File: src/rtl/inst_dispatch_ctrl.sv
// Instruction queue and in-order dispatch scheduler.
// Fetched instructions are buffered in a circular FIFO. The head entry is
// released, at most one per cycle, when the RoB has room and its target unit
// has room: the LSB for loads/stores, the RS for everything else.
// Optional build macro DISPATCH_STAT_EN adds the stall_cycles counter and the
// rob_stall indicator.
module inst_dispatch_ctrl #(
  parameter int IQ_DEPTH_LOG = 3
) (
  input  logic        clk_in,
  input  logic        rst_in,
  input  logic        rdy_in,
  input  logic        fetch_valid,
  input  logic [31:0] fetch_inst,
  input  logic [31:0] fetch_pc,
  output logic        iq_full,
  input  logic        flush,
  input  logic        RS_full,
  input  logic        LSB_full,
  input  logic        RoB_full,
  output logic        dispatch_valid,
  output logic [31:0] dispatch_inst,
  output logic [31:0] dispatch_pc,
  output logic        dispatch_to_lsb
`ifdef DISPATCH_STAT_EN
  ,
  output logic [31:0] stall_cycles,
  output logic        rob_stall
`endif
);

  localparam int DEPTH = 1 << IQ_DEPTH_LOG;
  localparam logic [IQ_DEPTH_LOG:0] CNT_FULL = (IQ_DEPTH_LOG + 1)'(1) << IQ_DEPTH_LOG;
  localparam logic [IQ_DEPTH_LOG:0] CNT_ONE  = (IQ_DEPTH_LOG + 1)'(1);
  localparam logic [IQ_DEPTH_LOG-1:0] PTR_ONE = IQ_DEPTH_LOG'(1);

  typedef enum logic [1:0] {
    EMPTY = 2'd0,
    ISSUE = 2'd1,
    STALL = 2'd2
  } state_t;

  logic [31:0] inst_q [0:DEPTH-1];
  logic [31:0] pc_q   [0:DEPTH-1];

  logic [IQ_DEPTH_LOG-1:0] head;
  logic [IQ_DEPTH_LOG-1:0] tail;
  logic [IQ_DEPTH_LOG:0]   count;
  logic [IQ_DEPTH_LOG:0]   count_nxt;
  state_t                  state;
  state_t                  state_nxt;

  logic [31:0] head_inst;
  logic [31:0] head_pc;
  logic        head_mem;
  logic        can_go;
  logic        enq;
  logic        stall_now;

  // Full is based on the registered count only; a same-cycle dequeue does not free a slot.
  assign iq_full = (count == CNT_FULL);

  // Head classification, dispatch/enqueue decisions and next-state selection.
  always_comb begin
    head_inst = inst_q[head];
    head_pc   = pc_q[head];
    head_mem  = (head_inst[6:0] == 7'b0000011) || (head_inst[6:0] == 7'b0100011);
    can_go    = (count != '0) && !RoB_full && (head_mem ? !LSB_full : !RS_full);
    enq       = fetch_valid && !iq_full;
    stall_now = (count != '0) && !can_go;

    count_nxt = count;
    if (enq && !can_go) begin
      count_nxt = count + CNT_ONE;
    end else if (!enq && can_go) begin
      count_nxt = count - CNT_ONE;
    end

    state_nxt = state;
    if (flush) begin
      state_nxt = EMPTY;
    end else begin
      case (state)
        EMPTY:   state_nxt = enq ? ISSUE : EMPTY;
        default: begin
          if (count_nxt == '0) begin
            state_nxt = EMPTY;
          end else begin
            state_nxt = can_go ? ISSUE : STALL;
          end
        end
      endcase
    end
  end

  // Queue storage; payload is not reset, occupancy is tracked by count.
  always_ff @(posedge clk_in) begin
    if (!rst_in && rdy_in && !flush && enq) begin
      inst_q[tail] <= fetch_inst;
      pc_q[tail]   <= fetch_pc;
    end
  end

  // Pointers, occupancy, FSM state and registered dispatch outputs.
  always_ff @(posedge clk_in) begin
    if (rst_in) begin
      head            <= '0;
      tail            <= '0;
      count           <= '0;
      state           <= EMPTY;
      dispatch_valid  <= 1'b0;
      dispatch_inst   <= '0;
      dispatch_pc     <= '0;
      dispatch_to_lsb <= 1'b0;
    end else if (rdy_in) begin
      state <= state_nxt;
      if (flush) begin
        head           <= '0;
        tail           <= '0;
        count          <= '0;
        dispatch_valid <= 1'b0;
      end else begin
        count          <= count_nxt;
        dispatch_valid <= can_go;
        if (enq) begin
          tail <= tail + PTR_ONE;
        end
        if (can_go) begin
          head            <= head + PTR_ONE;
          dispatch_inst   <= head_inst;
          dispatch_pc     <= head_pc;
          dispatch_to_lsb <= head_mem;
        end
      end
    end
  end

`ifdef DISPATCH_STAT_EN
  assign rob_stall = RoB_full && (count != '0);

  // Saturating count of cycles spent with a blocked, non-empty queue; survives flush.
  always_ff @(posedge clk_in) begin
    if (rst_in) begin
      stall_cycles <= '0;
    end else if (rdy_in && stall_now && (stall_cycles != 32'hFFFF_FFFF)) begin
      stall_cycles <= stall_cycles + 32'd1;
    end
  end
`endif

endmodule
File: config.mk
export PLATFORM = sky130hd
export DESIGN_NAME = inst_dispatch_ctrl
export DESIGN_NICKNAME = d
export VERILOG_FILES = /design/src/rtl/inst_dispatch_ctrl.sv
export SDC_FILE = /design/constraint.sdc
export NUM_CORES = 1
export LEC_CHECK = 0
export BUFFER_PORTS_ARGS = -buffer_cell sky130_fd_sc_hd__buf_4
export CAP_MARGIN = 20
export CORE_MARGIN = 4
export CORE_UTILIZATION = 58
export DETAILED_ROUTE_END_ITERATION = 7
export PLACE_DENSITY = 0.77
export SETUP_SLACK_MARGIN = 0.5
export SLEW_MARGIN = 0
export SYNTH_ARGS = -nofsm -noshare
export SYNTH_HDL_FRONTEND = slang
export SYNTH_SLANG_ARGS = --single-unit
File: constraint.sdc
create_clock -name clk_in -period 13.4 [get_ports clk_in]
set_clock_uncertainty 0.2 [all_clocks]
set_input_delay 0 -clock clk_in [delete_from_list [all_inputs] [get_ports clk_in]]
set_output_delay 0 -clock clk_in [all_outputs]
set_load 0.005 [all_outputs]
* Word-level counts from Yosys, hierarchy flattened *
Memories as Yosys holds them, arrays and structs flattened. A register that Yosys moved wholly into a read port is not among the register bits.
Cells that the tools add are included.
Widths: inputs -> output; s select.

storage, ports and cells
  flip-flop bits (word level) = 44
  latch bits = 0
  bits in writable memories = 512
  memory bits (read-only) = 0
  output and inout bits = 67
  logic and storage cells = 54
  memories = 2

operators by class
  $add $sub $neg = 4
  multiply operators = 0
  divide/modulo/power cells = 0
  order comparisons = 0
  equal/unequal tests = 3
  shift-type cells = 0
  mux-type cells = 13
  bitwise logic cells = 1
  reductions and logical operators = 25

memory list
  memory  words  bits a word  rd ports  clocked after Yosys merged registers in  wr ports  RTL line  text
  inst_q  8      32           1         1                                        1         43        logic [31:0] inst_q [0:DEPTH-1];
  pc_q    8      32           1         1                                        1         44        logic [31:0] pc_q [0:DEPTH-1];

operator list
  kind                 number
  $mux 3               6
  $mux 4               3
  $logic_and 1x1->1    8
  $logic_not 1->1      8
  $eq 7x2->1 const B   1
  $eq 7x6->1 const B   1
  $add 3x1->3 const B  2
  $reduce_and 2->1     3
  $add 4x1->4 const B  1
  $eq 4x4->1 const B   1
  $mux 1               4
  $reduce_bool 2->1    2
  $reduce_bool 4->1    1
  $sub 4x1->4 const B  1
  $reduce_and 3->1     1
  $reduce_bool 3->1    1
  $logic_or 1x1->1     1
  $not 1->1            1

* Longest topological paths before layout *
  depth after elaboration = 8
  gate-level depth with buffers = 15
  gate-level depth less buffers = 13

* Worst setup path before layout *
OpenSTA, ideal clock, no wires.

  path type = reg-to-reg
  start point = reg count[1]
  end point = mem inst_q[1][0], enable pin
  arrival time = 5,289 ps
  data required time = 12,635 ps
  slack = 7,346 ps
  stages on the path, launching flop included = 7
  period minus slack after synthesis = 6,054 ps
  cells stage by stage = dfxtp_1 > nor3_1 > nand2_1 > and2_1 > clkbuf_1 > nand3_1 > nor3_1

on the way
  cells in the longest elaborated chain, start to end = 6

RTL lines
  item                          RTL line  text
  start, declared               48        logic [IQ_DEPTH_LOG:0] count;
  start signal, assigned        123       count <= count_nxt;
  $eq 4x4->1                    61        assign iq_full = (count == CNT_FULL);
  $logic_not 1->1               69        enq = fetch_valid && !iq_full;
  $logic_and 1x1->1             69
  $logic_and 1x1->1             98        if (!rst_in && rdy_in && !flush && enq) begin
  $mux 1                        98
  $mux 1 (implied by the code)  99        inst_q[tail] <= fetch_inst;
  end, declared                 43

No other way between the ends.

==> out/results.ini <==
[cts]
cts_buffers = 56
clkTransAtPathRegs_ps = 60
clockRootBuffer = clkbuf_16
cts_setup_buffers = 0
htreeDepth = 2
cts_tree = done
cts_buffer_depth = 3
clkLatencyLatePin_ps = 600
cts_sinks = 591

[routing]
viasPerCell = 5.84
wirelength_um = 46300
vias = 11400
drc = 0
ant_nets = 0
firstDrtPassIters = 7
wl_per_cell_um = 23.8
first_iter_violations = 967

[setup_path]
slowest_stage = dlygate4sd3_1
r2r_slack_ps = 7840
startpoint_type = flip-flop
worstPathCellList = buf_4 > mux4_2 > mux2_2 > nand4bb_1 > o31a_1 > a21oi_1 > inv_1 > ha_1 > a21o_1 > a21oi_1 > and3_1 > nand3_1 > o2111ai_1 > dlygate4sd3_1 > a31oi_1 > dlygate4sd3_1
crit_required_ps = 13670
crit_arrival_ps = 5830
critPathMaxStageDelay_ps = 610
critPathMaxFanout = 38
worst-r2r-cell-count = 16
path_class = flip-flop to flip-flop
cp-end-kind = flip-flop

[finish]
final_cell_mix = edfxtp_1 (512), buf_4 (162), dlygate4sd3_1 (130)
drive_gt1_share_pct = 29.7
nets = 1461
final_common_cell = edfxtp_1
syn2layout_area_growth_pct = 20.9

[timing]
drv_slew = 0
final-hold-violation-count = 0
finalSetupTns_ps = 0
fmax_mhz = 180
post-route-period-util_pct = 41.5
hold_slack_ps = 19.0
relSlewSlack_pct = 27.9
rsz0062_at_grt = false
fin_crit_ps = 5560
setup_viol = 0
worstMarginPinSlew_ps = 1080

[yosys]
synthFlopType = edfxtp_1
synth_xor_xnor_area_share_pct = 0.0393
syn_avg_cell_area_um2 = 20.4
ys_seq_elements = 591
synth_cells = 1093
synthSimpleGateAreaFrac_pct = 3.19
synth_cell_types = 43
synth-compound-area-share_pct = 4.00
async_flop_share_pct = 0
synth_warnings = 0
synthMuxAreaShare_pct = 14.8
synth_edf_count = 512
synth_top_family_by_area = multiplexers
syn_nets = 1170
synth_area_mm2 = 0.0223
ys_seq_area_share_pct = 76.1
synthAdderAreaFrac_pct = 0.314

[global_routing]
grt_max_degree = 84
gr-usage-met3_pct = 4.62
grtUsageMet2_pct = 38.3
antenna_found_initial = 4
overflow = 0
grt_util_all_layers_pct = 22.9
grt_busiest_layer = met2
grt_pass1_wl_um = 72400
met1_usage_pct = 32.2
grt_pass1_vias = 12100

[floorplan]
core_mm2 = 0.0378
die_y_um = 204
die_x_um = 204
dieArea_mm2 = 0.0416
io_pins = 139
rows = 71
start_util_pct = 59.0

[pwr]
power.leakage_nw = 8.63
p_per_area_mw_per_mm2 = 134
vdd_drop_max_mv = 0.135

[place]
dp_hpwl_um = 23800
gp_congestion = 0.730
portBuffers = 138

[status]
run_status = finished clean

[min_path]
hp-class = input port to flip-flop
hold_path_depth = 2

[flow_run]
cap_violations = 0

-- path summary, 6_finish.rpt --
kind | from | endpoint
setup / recovery | flip-flop | count[3]
setup reg to reg | flip-flop | count[3]
hold / removal | fetch_inst[6] | inst_q[4][6]
hold reg to reg | dispatch_inst[28] | dispatch_inst[28]
-- cells by family (layout without fill, tap and decap cells) --
logic type	Yosys count	in the layout
flip-flops	591	591
AND/OR/NAND/NOR	172	172
multiplexers	168	168
AO/OA/AOI/OAI	87	87
buffers and inverters	69	407
adder cells (fa/ha/maj)	5	5
XOR/XNOR	1	1
other	0	2
-- power breakdown --
part	total [W]	internal, W	switching (W)
Clock	0.00149	0.000846	0.000640
Sequential	0.00201	0.00200	0.00000489
Combinational	0.000117	0.0000600	0.0000568
Total	0.00361	0.00291	0.000702
-- area by class of cell --
class | count | area (um2)
Multi-Input combinational cell | 433 | 5030
Tap cell | 511 | 639
Clock buffer | 80 | 1520
Clock inverter | 25 | 203
Sequential cell | 591 | 17000
Fill cell | 2220 | 10800
Inverter | 9 | 33.8
Timing Repair Buffer | 293 | 2540
Antenna cell | 2 | 5.00
-- metal layers --
layer,vias up,wire length (um)
met5,-,17
met4,4,872
met3,79,3230
met2,417,23500
met1,5832,18700
li1,5022,-
-- worst max-delay path: cells and delay by family, from the launching register on --
| family | cells | cell delay, ps |
|---|---|---|
| fa+ha+maj | 1 | 290 |
| flops | 1 | 310 |
| compound gates | 6 | 1400 |
| buf+inv | 4 | 1870 |
| simple gates | 3 | 630 |
| mux | 2 | 700 |
-- registers in the layout, summed over array words and instances (netlist names), named ones only --
name / flops
tail: 3
dispatch_valid: 1
dispatch_inst: 32
inst_q: 256
pc_q: 256
dispatch_pc: 32
count: 4
dispatch_to_lsb: 1
head: 3
-- Yosys cell counts (2+ instances only) --
cell type  number  share of area [%]
a211oi_1       21               0.71
a211oi_2        5               0.28
a21oi_1        10               0.22
a311oi_2       32                2.2
a31oi_1         2              0.056
buf_1          13               0.22
buf_4           2              0.067
buf_6          13               0.66
clkbuf_1       31               0.52
dfxtp_1        79                7.1
edfxtp_1      512                 69
ha_1            4               0.22
inv_1           9               0.15
mux2_2          6               0.30
mux2i_1        34                1.5
mux4_2        128                 13
nand2_1        70                1.2
nand2b_1        4               0.11
nand3_1         3              0.067
nand4_1         2              0.056
nor2_1         81                1.4
nor3_1          4              0.090
o21ai_0         7               0.16
o22ai_1         2              0.056
-- through the flow --
| step | power [W] | cells | setup WS [ps] | util (%) | area [um2] |
|---|---|---|---|---|---|
| 3_5_place_dp | 0.00213 | 1706 | 9010 | 63.3 | 23900 |
| 3_3_place_gp | 0.00213 | 1706 | 9120 | 63.3 | 23900 |
| 2_1_floorplan | 0.00209 | 1093 | 7350 | - | 22300 |
| 4_1_cts | 0.00364 | 1941 | 7900 | 71.3 | 26900 |
| 5_1_grt | 0.00373 | 1943 | 7550 | 71.4 | 26900 |
| 6_report | 0.00361 | 1944 | 7840 | 71.4 | 26900 |
-- timing repair --
item	CTS	global route
hold buffers	130	0
endpoints found under the hold margin	539	0
gates resized for setup	0	0
Note: power is estimated with default switching activity, not from simulation.
